**src/rtl/bka_sub_pkg.sv**
```systemverilog
// Shared definitions for the bit-serial Brent-Kung subtractor: slice width,
// default modulus and the controller state encoding.
package bka_sub_pkg;

    localparam int SLICE_W       = 4;
    localparam int MOD_Q_DEFAULT = 12289;

    typedef enum logic [1:0] {
        IDLE = 2'd0,
        SUB  = 2'd1,
        FIX  = 2'd2,
        DONE = 2'd3
    } state_t;

endpackage

```
**src/rtl/bka_sub_slice4.sv**
```systemverilog
// One 4-bit Brent-Kung prefix adder with carry-in and carry-out. The top
// module time-shares a single instance across every slice of an operand.
module bka_sub_slice4
    import bka_sub_pkg::*;
(
    input  logic [SLICE_W-1:0] i_a,
    input  logic [SLICE_W-1:0] i_b,
    input  logic               i_cin,
    output logic [SLICE_W-1:0] o_sum,
    output logic               o_cout
);

    logic [3:0] w_g;
    logic [3:0] w_p;
    logic       w_g10;
    logic       w_p10;
    logic       w_g32;
    logic       w_p32;
    logic       w_g30;
    logic       w_p30;
    logic [4:0] w_c;

    assign w_g = i_a & i_b;
    assign w_p = i_a ^ i_b;

    // Up-sweep: pairwise group generate/propagate, then the full span.
    assign w_g10 = w_g[1] | (w_p[1] & w_g[0]);
    assign w_p10 = w_p[1] & w_p[0];
    assign w_g32 = w_g[3] | (w_p[3] & w_g[2]);
    assign w_p32 = w_p[3] & w_p[2];
    assign w_g30 = w_g32 | (w_p32 & w_g10);
    assign w_p30 = w_p32 & w_p10;

    // Down-sweep: carry-in folded into each prefix; bit 2 fills the gap.
    assign w_c[0] = i_cin;
    assign w_c[1] = w_g[0] | (w_p[0] & i_cin);
    assign w_c[2] = w_g10  | (w_p10  & i_cin);
    assign w_c[3] = w_g[2] | (w_p[2] & w_c[2]);
    assign w_c[4] = w_g30  | (w_p30  & i_cin);

    assign o_sum  = w_p ^ w_c[3:0];
    assign o_cout = w_c[4];

endmodule

```
**src/rtl/bka_serial_subtractor.sv**
```systemverilog
// Bit-serial unsigned subtractor: D = A + ~B + 1, four bits per cycle
// LSB-first through one shared Brent-Kung slice, valid/ready on both sides.
// Optional feature: define BKA_SUB_MOD_EN to add MOD_Q back in a FIX pass
// whenever the raw subtraction borrows, giving (A - B) mod MOD_Q.
module bka_serial_subtractor
    import bka_sub_pkg::*;
#(
    parameter int WIDTH = 16,
    parameter int MOD_Q = MOD_Q_DEFAULT
) (
    input  logic             clk_i,
    input  logic             rst_i,
    input  logic             valid_i,
    output logic             ready_o,
    input  logic [WIDTH-1:0] A_i,
    input  logic [WIDTH-1:0] B_i,
    output logic             valid_o,
    input  logic             ready_i,
    output logic [WIDTH-1:0] D_o,
    output logic             borrow_o
);

    localparam int N     = WIDTH / SLICE_W;
    localparam int CNT_W = (N > 1) ? $clog2(N) : 1;

    // Elaboration-time guard on the operand width and modulus.
    generate
        if ((WIDTH % SLICE_W) != 0 || WIDTH < 8 || MOD_Q < 2) begin : g_param_check
            $error("bka_serial_subtractor: WIDTH must be a multiple of 4 and >= 8, MOD_Q >= 2");
        end
    endgenerate

    state_t             r_state;
    state_t             w_state_next;
    logic [WIDTH-1:0]   r_a;
    logic [WIDTH-1:0]   r_b;
    logic [WIDTH-1:0]   r_d;
    logic               r_carry;
    logic [CNT_W-1:0]   r_cnt;
    logic               r_borrow;

    logic               w_last;
    logic [SLICE_W-1:0] w_b_slice;
    logic [SLICE_W-1:0] w_sum;
    logic               w_cout;
    logic [WIDTH-1:0]   w_d_shift;

    assign w_last    = (r_cnt == CNT_W'(N - 1));
    assign w_d_shift = {w_sum, r_d[WIDTH-1:SLICE_W]};

`ifdef BKA_SUB_MOD_EN
    // Subtract pass feeds ~B; the correction pass adds MOD_Q unmodified.
    assign w_b_slice = (r_state == SUB) ? ~r_b[SLICE_W-1:0] : r_b[SLICE_W-1:0];
`else
    assign w_b_slice = ~r_b[SLICE_W-1:0];
`endif

    bka_sub_slice4 u_slice (
        .i_a    (r_a[SLICE_W-1:0]),
        .i_b    (w_b_slice),
        .i_cin  (r_carry),
        .o_sum  (w_sum),
        .o_cout (w_cout)
    );

    // State register.
    always_ff @(posedge clk_i) begin
        // NOTE: sequential state uses non-blocking assignments so every
        // register samples the pre-edge values regardless of block order.
        if (rst_i) begin
            r_state <= IDLE;
        end else begin
            r_state <= w_state_next;
        end
    end

    // Next-state decode and handshake outputs.
    always_comb begin
        // NOTE: every output gets a default first so no path leaves one
        // unassigned, which would otherwise infer a latch.
        w_state_next = r_state;
        ready_o      = 1'b0;
        valid_o      = 1'b0;
        case (r_state)
            IDLE: begin
                ready_o = 1'b1;
                if (valid_i) begin
                    w_state_next = SUB;
                end
            end
            SUB: begin
                if (w_last) begin
`ifdef BKA_SUB_MOD_EN
                    w_state_next = w_cout ? DONE : FIX;
`else
                    w_state_next = DONE;
`endif
                end
            end
`ifdef BKA_SUB_MOD_EN
            FIX: begin
                if (w_last) begin
                    w_state_next = DONE;
                end
            end
`endif
            DONE: begin
                valid_o = 1'b1;
                if (ready_i) begin
                    w_state_next = IDLE;
                end
            end
            default: w_state_next = IDLE;
        endcase
    end

    // Operand capture, per-slice shift of operands/result, carry and borrow.
    always_ff @(posedge clk_i) begin
        if (rst_i) begin
            r_a      <= '0;
            r_b      <= '0;
            r_d      <= '0;
            r_carry  <= 1'b0;
            r_cnt    <= '0;
            r_borrow <= 1'b0;
        end else begin
            case (r_state)
                IDLE: begin
                    if (valid_i) begin
                        r_a     <= A_i;
                        r_b     <= B_i;
                        r_carry <= 1'b1;
                        r_cnt   <= '0;
                    end
                end
                SUB, FIX: begin
                    r_a     <= r_a >> SLICE_W;
                    r_b     <= r_b >> SLICE_W;
                    r_d     <= w_d_shift;
                    r_carry <= w_cout;
                    r_cnt   <= w_last ? '0 : r_cnt + 1'b1;
                    if (r_state == SUB && w_last) begin
                        r_borrow <= ~w_cout;
`ifdef BKA_SUB_MOD_EN
                        // Raw borrow: replay the wrapped difference with +MOD_Q.
                        if (!w_cout) begin
                            r_a     <= w_d_shift;
                            r_b     <= WIDTH'(MOD_Q);
                            r_carry <= 1'b0;
                        end
`endif
                    end
                end
                default: ;
            endcase
        end
    end

    assign D_o      = r_d;
    assign borrow_o = r_borrow;

endmodule
```
**config.mk**
```make
export PLATFORM = sky130hd
export DESIGN_NAME = bka_serial_subtractor
export DESIGN_NICKNAME = d
export VERILOG_FILES = /design/src/rtl/bka_sub_pkg.sv /design/src/rtl/bka_sub_slice4.sv /design/src/rtl/bka_serial_subtractor.sv
export SDC_FILE = /design/constraint.sdc
export NUM_CORES = 1
export LEC_CHECK = 0
export CAP_MARGIN = 20
export CORE_UTILIZATION = 43
export CTS_CLUSTER_SIZE = 8
export DETAILED_ROUTE_END_ITERATION = 16
export PLACE_DENSITY_LB_ADDON = 0.12
export SYNTH_ARGS = -nofsm -noshare
export SYNTH_HDL_FRONTEND = slang
export SYNTH_HIERARCHICAL = 1
export SYNTH_SLANG_ARGS = --single-unit
```
**constraint.sdc**
```tcl
create_clock -name clk_i -period 2.2 [get_ports clk_i]
set_input_delay 0.33 -clock clk_i [delete_from_list [all_inputs] [get_ports clk_i]]
set_output_delay 0.33 -clock clk_i [all_outputs]
set_load 0.01 [all_outputs]
```
==> metrics.txt, run 1 <==
outcome completed; Post-route DRC 0; power density over the cells between 1000 and 1500 mW/mm^2; Crit path max-delay family buffers and inverters; Switching Fraction between 30% and 40%; footprint of the flip-flops and latches around 0.0011 sq mm; Resized cells post-CTS 0; Reg clk slew, reported paths 0.10 ns; width of the die around 78 um; count of final max-slew check failures 0; cell count after synthesis 250; number of fill cells in the layout 513; number of synthesis warnings 6; # Max-Cap Violations 0; register bit total from synthesis 54; Clk Latency, worst-skew pair ~0.3 ns; final critical-path required period approximately 2 ns; cell with the biggest individual delay on the critical path clkdlybuf4s50_1; required time of the worst setup path around 1.9 ns; total buffers and inverters traversed by the critical path 2; placed cell areas 0.00308 sq mm; transition time of the tightest slew-check pin 0.685 ns; fin nets roughly 340; drt total wl roughly 4600 um; share of Yosys cell area claimed by the top area cell type between 40% and 50%; post-detailed-route wirelength per cell 12.3 um; wire length of the first global-routing pass between 7000 and 8000 um; Max clock buf depth 2; dominant cell type by area after synthesis dfxtp_1; total nets after synthesis ~300; sequential fraction of the synthesis area 43.1%; total clock buffers created by CTS 5; maximum number of pins on one net before global-route repair 50; top-level I/O count 55; post-synthesis compound-gate area fraction between 10% and 20%; initial cell density of the core 45.0%; deepest level of the CTS H-tree 2; setup repair after global routing missed its margin no; total area of multi-input combinational cells between 0.001 and 0.0015 sq mm; largest cells by area after synthesis dfxtp_1 (43%), mux2i_1 (17%), nor2_1 (7.6%); DPL Wire Length roughly 3200 um; area growth from synthesis to final layout 26.9%; total via count after detailed routing roughly 1800; DR pass1 iterations 4; number of standard-cell rows in the floorplan 27; fmax ~0.51 GHz; sequential group share of total power between 30% and 40%; ordered list of cells on the worst path inv_1, ha_2, clkdlybuf4s50_1; synthesized-area fraction occupied by adder cells between 6 and 7%; portion of total power attributed to the clock network 15.3%; overall power 4.24 mW; final-report setup violation count 0; worst clock skew about 0.0072 ns; peak supply drop about 0.77 mV; weighted congestion at the end of routability-driven global placement roughly 0.75; CTS tree yes; worst slew margin relative to its limit a little over half; Crit Path Max Fanout 11; die span in y slightly below 80 um; multiplexer share of the synthesized area ~17%; Syn Std Cell Area ~0.0025 sq mm; Hold/Removal Path Class register to register; antenna diode count 0; number of antenna violations at the first check in global routing 0; Mean Syn Cell Area 10.0 sq um; final standard cell area without fillers about 0.0032 sq mm; combinational share of power 49.6%; number of distinct library cells after synthesis 35; switching component of the power 1.60 mW; post-DR vias/cell 4.97; clock sink count 54; Hold-fix buffers, CTS 0; Die ar. a little over 0.006 sq mm; endpoint class of the critical path output pin; combinational family with the most area after synthesis multiplexers; floorplan core area 0.00557 sq mm; Data arrival, critical path 1.65 ns; quantity of I/O buffers inserted on ports 54; postcts setup bufs 0; XOR/XNOR Fraction of Synth Area less than 1%; reported leakage power 1.24 nW; Routed Antenna Nets 0; global-route total usage across every layer roughly 15%; 1st-iter DRT viols 60; CP peak stage delay 0.58 ns; total overflow reported by the global router 0; sort of element at the start of the critical path register; synthesized-area fraction occupied by and/or/nand/nor cells a little under an eighth; CTS root buf clkbuf_8; count of endpoints failing hold in the final timing report 0; summed negative setup slack over all endpoints 0 ns; crit path kind register to output pin; layout cells sized above 1 around a tenth; total internal power roughly 2.6 mW; ratio of final minimum period to clock period between 80% and 90%; number of global-route vias before repair around 1600
[final timing paths]
path	startpoint	endpoint	slack, ns	cells past startpoint
setup / recovery	r_state[1]	ready_o	0.22	3
hold / removal	D_o[0]	D_o[0]	0.50	2
setup reg to reg	r_state[0]	r_a[4]	0.24	5
hold reg to reg	D_o[0]	D_o[0]	0.50	2
[kinds of logic (layout without fill, tap and decap cells)]
| family | after synthesis | count (layout) |
|---|---|---|
| flops | 54 | 54 |
| fa+ha+maj | 11 | 11 |
| compound gates | 43 | 43 |
| xor+xnor | 2 | 2 |
| buf+inv | 30 | 78 |
| simple gates | 67 | 67 |
| mux | 43 | 43 |
[final cells by class]
class,instances,share of cell area [%]
clock inverter,3,1.26
multi-input combinational,166,40.1
inverter,11,1.30
timing repair buffer,59,18.4
tap,72,2.83
sequential,54,33.9
clock buffer,5,2.16
[flip-flops by register name, indices dropped and copies added, names as in the netlist]
| name | flops |
|---|---|
| r_state | 2 |
| r_cnt | 2 |
| borrow_o | 1 |
| D_o | 16 |
| r_b | 16 |
| r_a | 16 |
| r_carry | 1 |
[layer usage]
layer / track usage, % / wire (um)
met1: 19.8 / 2310
met2: 25.4 / 2090
met3: 3.60 / 99
met4: 4.44 / 45
met5: 0 / 0
[synth_stat cells]
cell,count
o21a_1,1
nand3b_1,2
a211oi_2,10
mux2_4,1
buf_1,1
xnor2_1,1
buf_4,3
a31o_1,1
nand2b_1,5
mux2i_1,42
a31oi_1,3
o32ai_1,1
buf_6,3
nand3_1,1
a32oi_1,2
a21oi_1,1
a211oi_1,14
nor2b_1,3
nor2_1,51
o31ai_1,2
and3b_1,1
inv_1,11
nor3_1,1
fa_1,2
ha_1,9
clkbuf_1,6
xor2_1,1
and3_1,1
a21oi_2,1
and4_1,1
a22oi_1,6
dfxtp_1,54
nand2_2,1
a21o_1,1
buf_2,6
[worst register-to-register path: cells and delay by family, from the launching register on]
| kind | cells | cell delay [ns] |
|---|---|---|
| adder cells (fa/ha/maj) | 1 | 0.50 |
| flip-flops | 1 | 0.41 |
| AO/OA/AOI/OAI | 1 | 0.22 |
| AND/OR/NAND/NOR | 1 | 0.12 |
| buffers and inverters | 1 | 0.07 |
| multiplexers | 1 | 0.56 |
[power groups by stage]
stage | Combinational [mW] | Clock (mW) | Sequential (mW)
finish | 2.10 | 0.649 | 1.49
floorplan | 1.73 | 0 | 1.48
global route | 2.32 | 0.709 | 1.53
detailed placement | 2.12 | 0 | 1.51
global placement | 2.08 | 0 | 1.51
CTS | 2.12 | 0.671 | 1.49
[placed cells by master, fill, tap and decap left out, types with 3 or more instances in the layout]
cell type        netlist  layout
a22oi_1                6       6
ha_1                   9       8
clkbuf_8               0       5
inv_1                 11      11
a211oi_2              10      10
dfxtp_1               54      54
nor2b_1                3       3
a31oi_1                3       3
nand2b_1               5       5
clkdlybuf4s50_1        0      53
a211oi_1              14      14
mux2i_1               42      42
nor2_1                51      51
buf_4                  3       4
[per-stage QoR]
stage	setup WS [ns]	hold WS (ns)	instances	utilization (%)
3_5_place_dp	0.268	0.484	362	55.2
4_1_cts	0.208	0.506	370	57.1
3_3_place_gp	0.349	0.470	362	55.2
2_1_floorplan	0.510	0.458	250	-
6_report	0.225	0.500	370	57.1
5_1_grt	0.0210	0.527	370	57.1
No activity file was read; power rests on OpenSTA's default activity.
==> run 2, diff against run 1 <==
Settings changed: HOLD_SLACK_MARGIN from default to 0.12.
==> results of run 2 <==
No change in the layout: final DEF, timing and power equal those of run 1.
==> run 3, diff against run 2 <==
Settings changed: SETUP_SLACK_MARGIN from default to 0.4.
==> run 3 against run 2 <==
Net effect:
- total power up 2.3%
- register-to-register slack better by 0.27 ns
- final cell count is 0.27% higher
- clock-buffer cell count unchanged
- sequential share of layout area shrank 0.44 points
- die area is the same
- flip-flop and latch count unchanged
==> metrics.txt, run 3 (synthesis gave the netlist of run 1 again) <==
outcome completed; total area of multi-input combinational cells ~0.0013 sq mm; grt met1 use around a fifth; antenna diode count 0; post-detailed-route wirelength per cell 12.6 um; Hold/Removal Path Class register to register; final critical-path required period 1.69 ns; overall power around 4.3 mW; final-report setup violation count 0; layout cells sized above 1 11.0%; worst clock skew 0.00595 ns; Data arrival, critical path about 1.9 ns; sequential group share of total power around a third; maximum number of pins on one net before global-route repair 50; weighted congestion at the end of routability-driven global placement 0.754; portion of total power attributed to the clock network ~15%; floorplan core area approximately 0.0056 sq mm; reported leakage power ~1.3 nW; clock sink count 54; total via count after detailed routing 1857; switching component of the power about 1.6 mW; area growth from synthesis to final layout 28.8%; sort of element at the start of the critical path register; drt total wl around 4700 um; Clk Latency, worst-skew pair around 0.30 ns; fmax 0.591 GHz; footprint of the flip-flops and latches around 0.0011 sq mm; leading cell type in the layout, fill and taps excluded dfxtp_1; Switching Fraction between 30% and 40%; setup repair after global routing missed its margin no; total overflow reported by the global router 0; DR pass1 iterations 5; DPL Wire Length 3210 um; top-level I/O count between 50 and 60; number of global-route vias before repair ~1700; CTS tree yes; global routing usage on met2 26.1%; count of final max-slew check failures 0; Die ar. 0.00615 sq mm; Post-route DRC 0; required time of the worst setup path between 2 and 2.5 ns; ordered list of cells on the worst path inv_1, ha_4, a21oi_2, nand2_2, fa_1, xor2_1, mux2i_1, nor2_1; ratio of final minimum period to clock period roughly 77%; CP peak stage delay ~0.37 ns; # Max-Cap Violations 0; initial cell density of the core a little under half; worst slack at placement around 0.27 ns; summed negative setup slack over all endpoints 0 ns; transition time of the tightest slew-check pin approximately 0.7 ns; worst slew margin relative to its limit a little over half; Reg clk slew, reported paths 0.10 ns; number of standard-cell rows in the floorplan 27; CTS root buf clkbuf_8; peak supply drop 0.763 mV; post-DR vias/cell roughly 5.0; total internal power between 2 and 3 mW; width of the die about 78 um; count of endpoints failing hold in the final timing report 0; GR Util met3 approximately 3.6%; Max clock buf depth 2; wire length of the first global-routing pass approximately 7700 um; crit path kind register to register; number of antenna violations at the first check in global routing 0; most frequent cells in the layout dfxtp_1 (52), nor2_1 (51), clkdlybuf4s50_1 (51); cell with the biggest individual delay on the critical path fa_1; die span in y between 70 and 80 um; quantity of I/O buffers inserted on ports 54; total clock buffers created by CTS 5; fin nets roughly 350; combinational share of power roughly half; endpoint class of the critical path register; 1st-iter DRT viols 64; deepest level of the CTS H-tree 2; final setup slack of the worst path 0.508 ns; power density over the cells ~1300 mW/mm^2; global-route total usage across every layer 15.7%; Routed Antenna Nets 0; Crit Path Max Fanout 3; number of fill cells in the layout 510; peak-usage layer in the global routing report met2
-- run 3: cell types whose count changed in the layout (fill, tap and decap cells not counted), sizes merged --
cell,previous run,this run
clkdlybuf4s50,53,51
dlymetal6s2s,0,2
buf,6,7
-- run 3: path summary, 6_finish.rpt --
path	startpoint	endpoint	slack [ns]	cells after the start
min	r_state[1]	r_state[1]	0.50	2
max reg2reg	r_b[1]	D_o[15]	0.51	8
max	r_b[1]	D_o[15]	0.51	8
min reg2reg	r_state[1]	r_state[1]	0.50	2
-- run 3: repair_timing --
item	4_1_cts	5_1_grt
gates resized for setup	3	5
hold buffers	0	0
pin swaps	1	0
endpoints found under the setup margin	27	4
buffers inserted	1	0
-- run 3: final cells by class --
type / count / area share (%)
multi-input combinational: 166 / 40.6
clock inverter: 3 / 1.24
clock buffer: 5 / 2.13
timing repair buffer: 60 / 18.5
inverter: 11 / 1.28
tap: 72 / 2.79
sequential: 54 / 33.5
-- run 3: through the flow --
| step | instance area (sq um) | hold WS (ns) | instances | util [%] |
|---|---|---|---|---|
| 3_5_place_dp | 3080 | 0.484 | 362 | 55.2 |
| 4_1_cts | 3210 | 0.506 | 371 | 57.7 |
| 2_1_floorplan | 2510 | 0.458 | 250 | - |
| 3_3_place_gp | 3080 | 0.470 | 362 | 55.2 |
| 5_1_grt | 3230 | 0.527 | 371 | 58.0 |
| 6_report | 3230 | 0.498 | 371 | 58.0 |
-- run 3: power groups by stage --
stage | Combinational, mW | Clock [mW] | Sequential [mW]
floorplan | 1.73 | 0 | 1.48
global placement | 2.08 | 0 | 1.51
CTS | 2.18 | 0.671 | 1.49
finish | 2.19 | 0.651 | 1.49
global route | 2.42 | 0.710 | 1.54
detailed placement | 2.12 | 0 | 1.51
-- run 3: metal layers --
metal,share of wire (%),up-vias
met1,49,859
met2,47,29
li1,-,965
met5,0,-
met4,0.88,0
met3,2.6,4
-- run 3: critical path, delay by kind of cell (launching register included) --
kind / cells / cell delay (ns)
compound gates: 1 / 0.15
xor+xnor: 1 / 0.17
flops: 1 / 0.34
buf+inv: 1 / 0.07
fa+ha+maj: 2 / 0.60
mux: 1 / 0.13
simple gates: 2 / 0.13
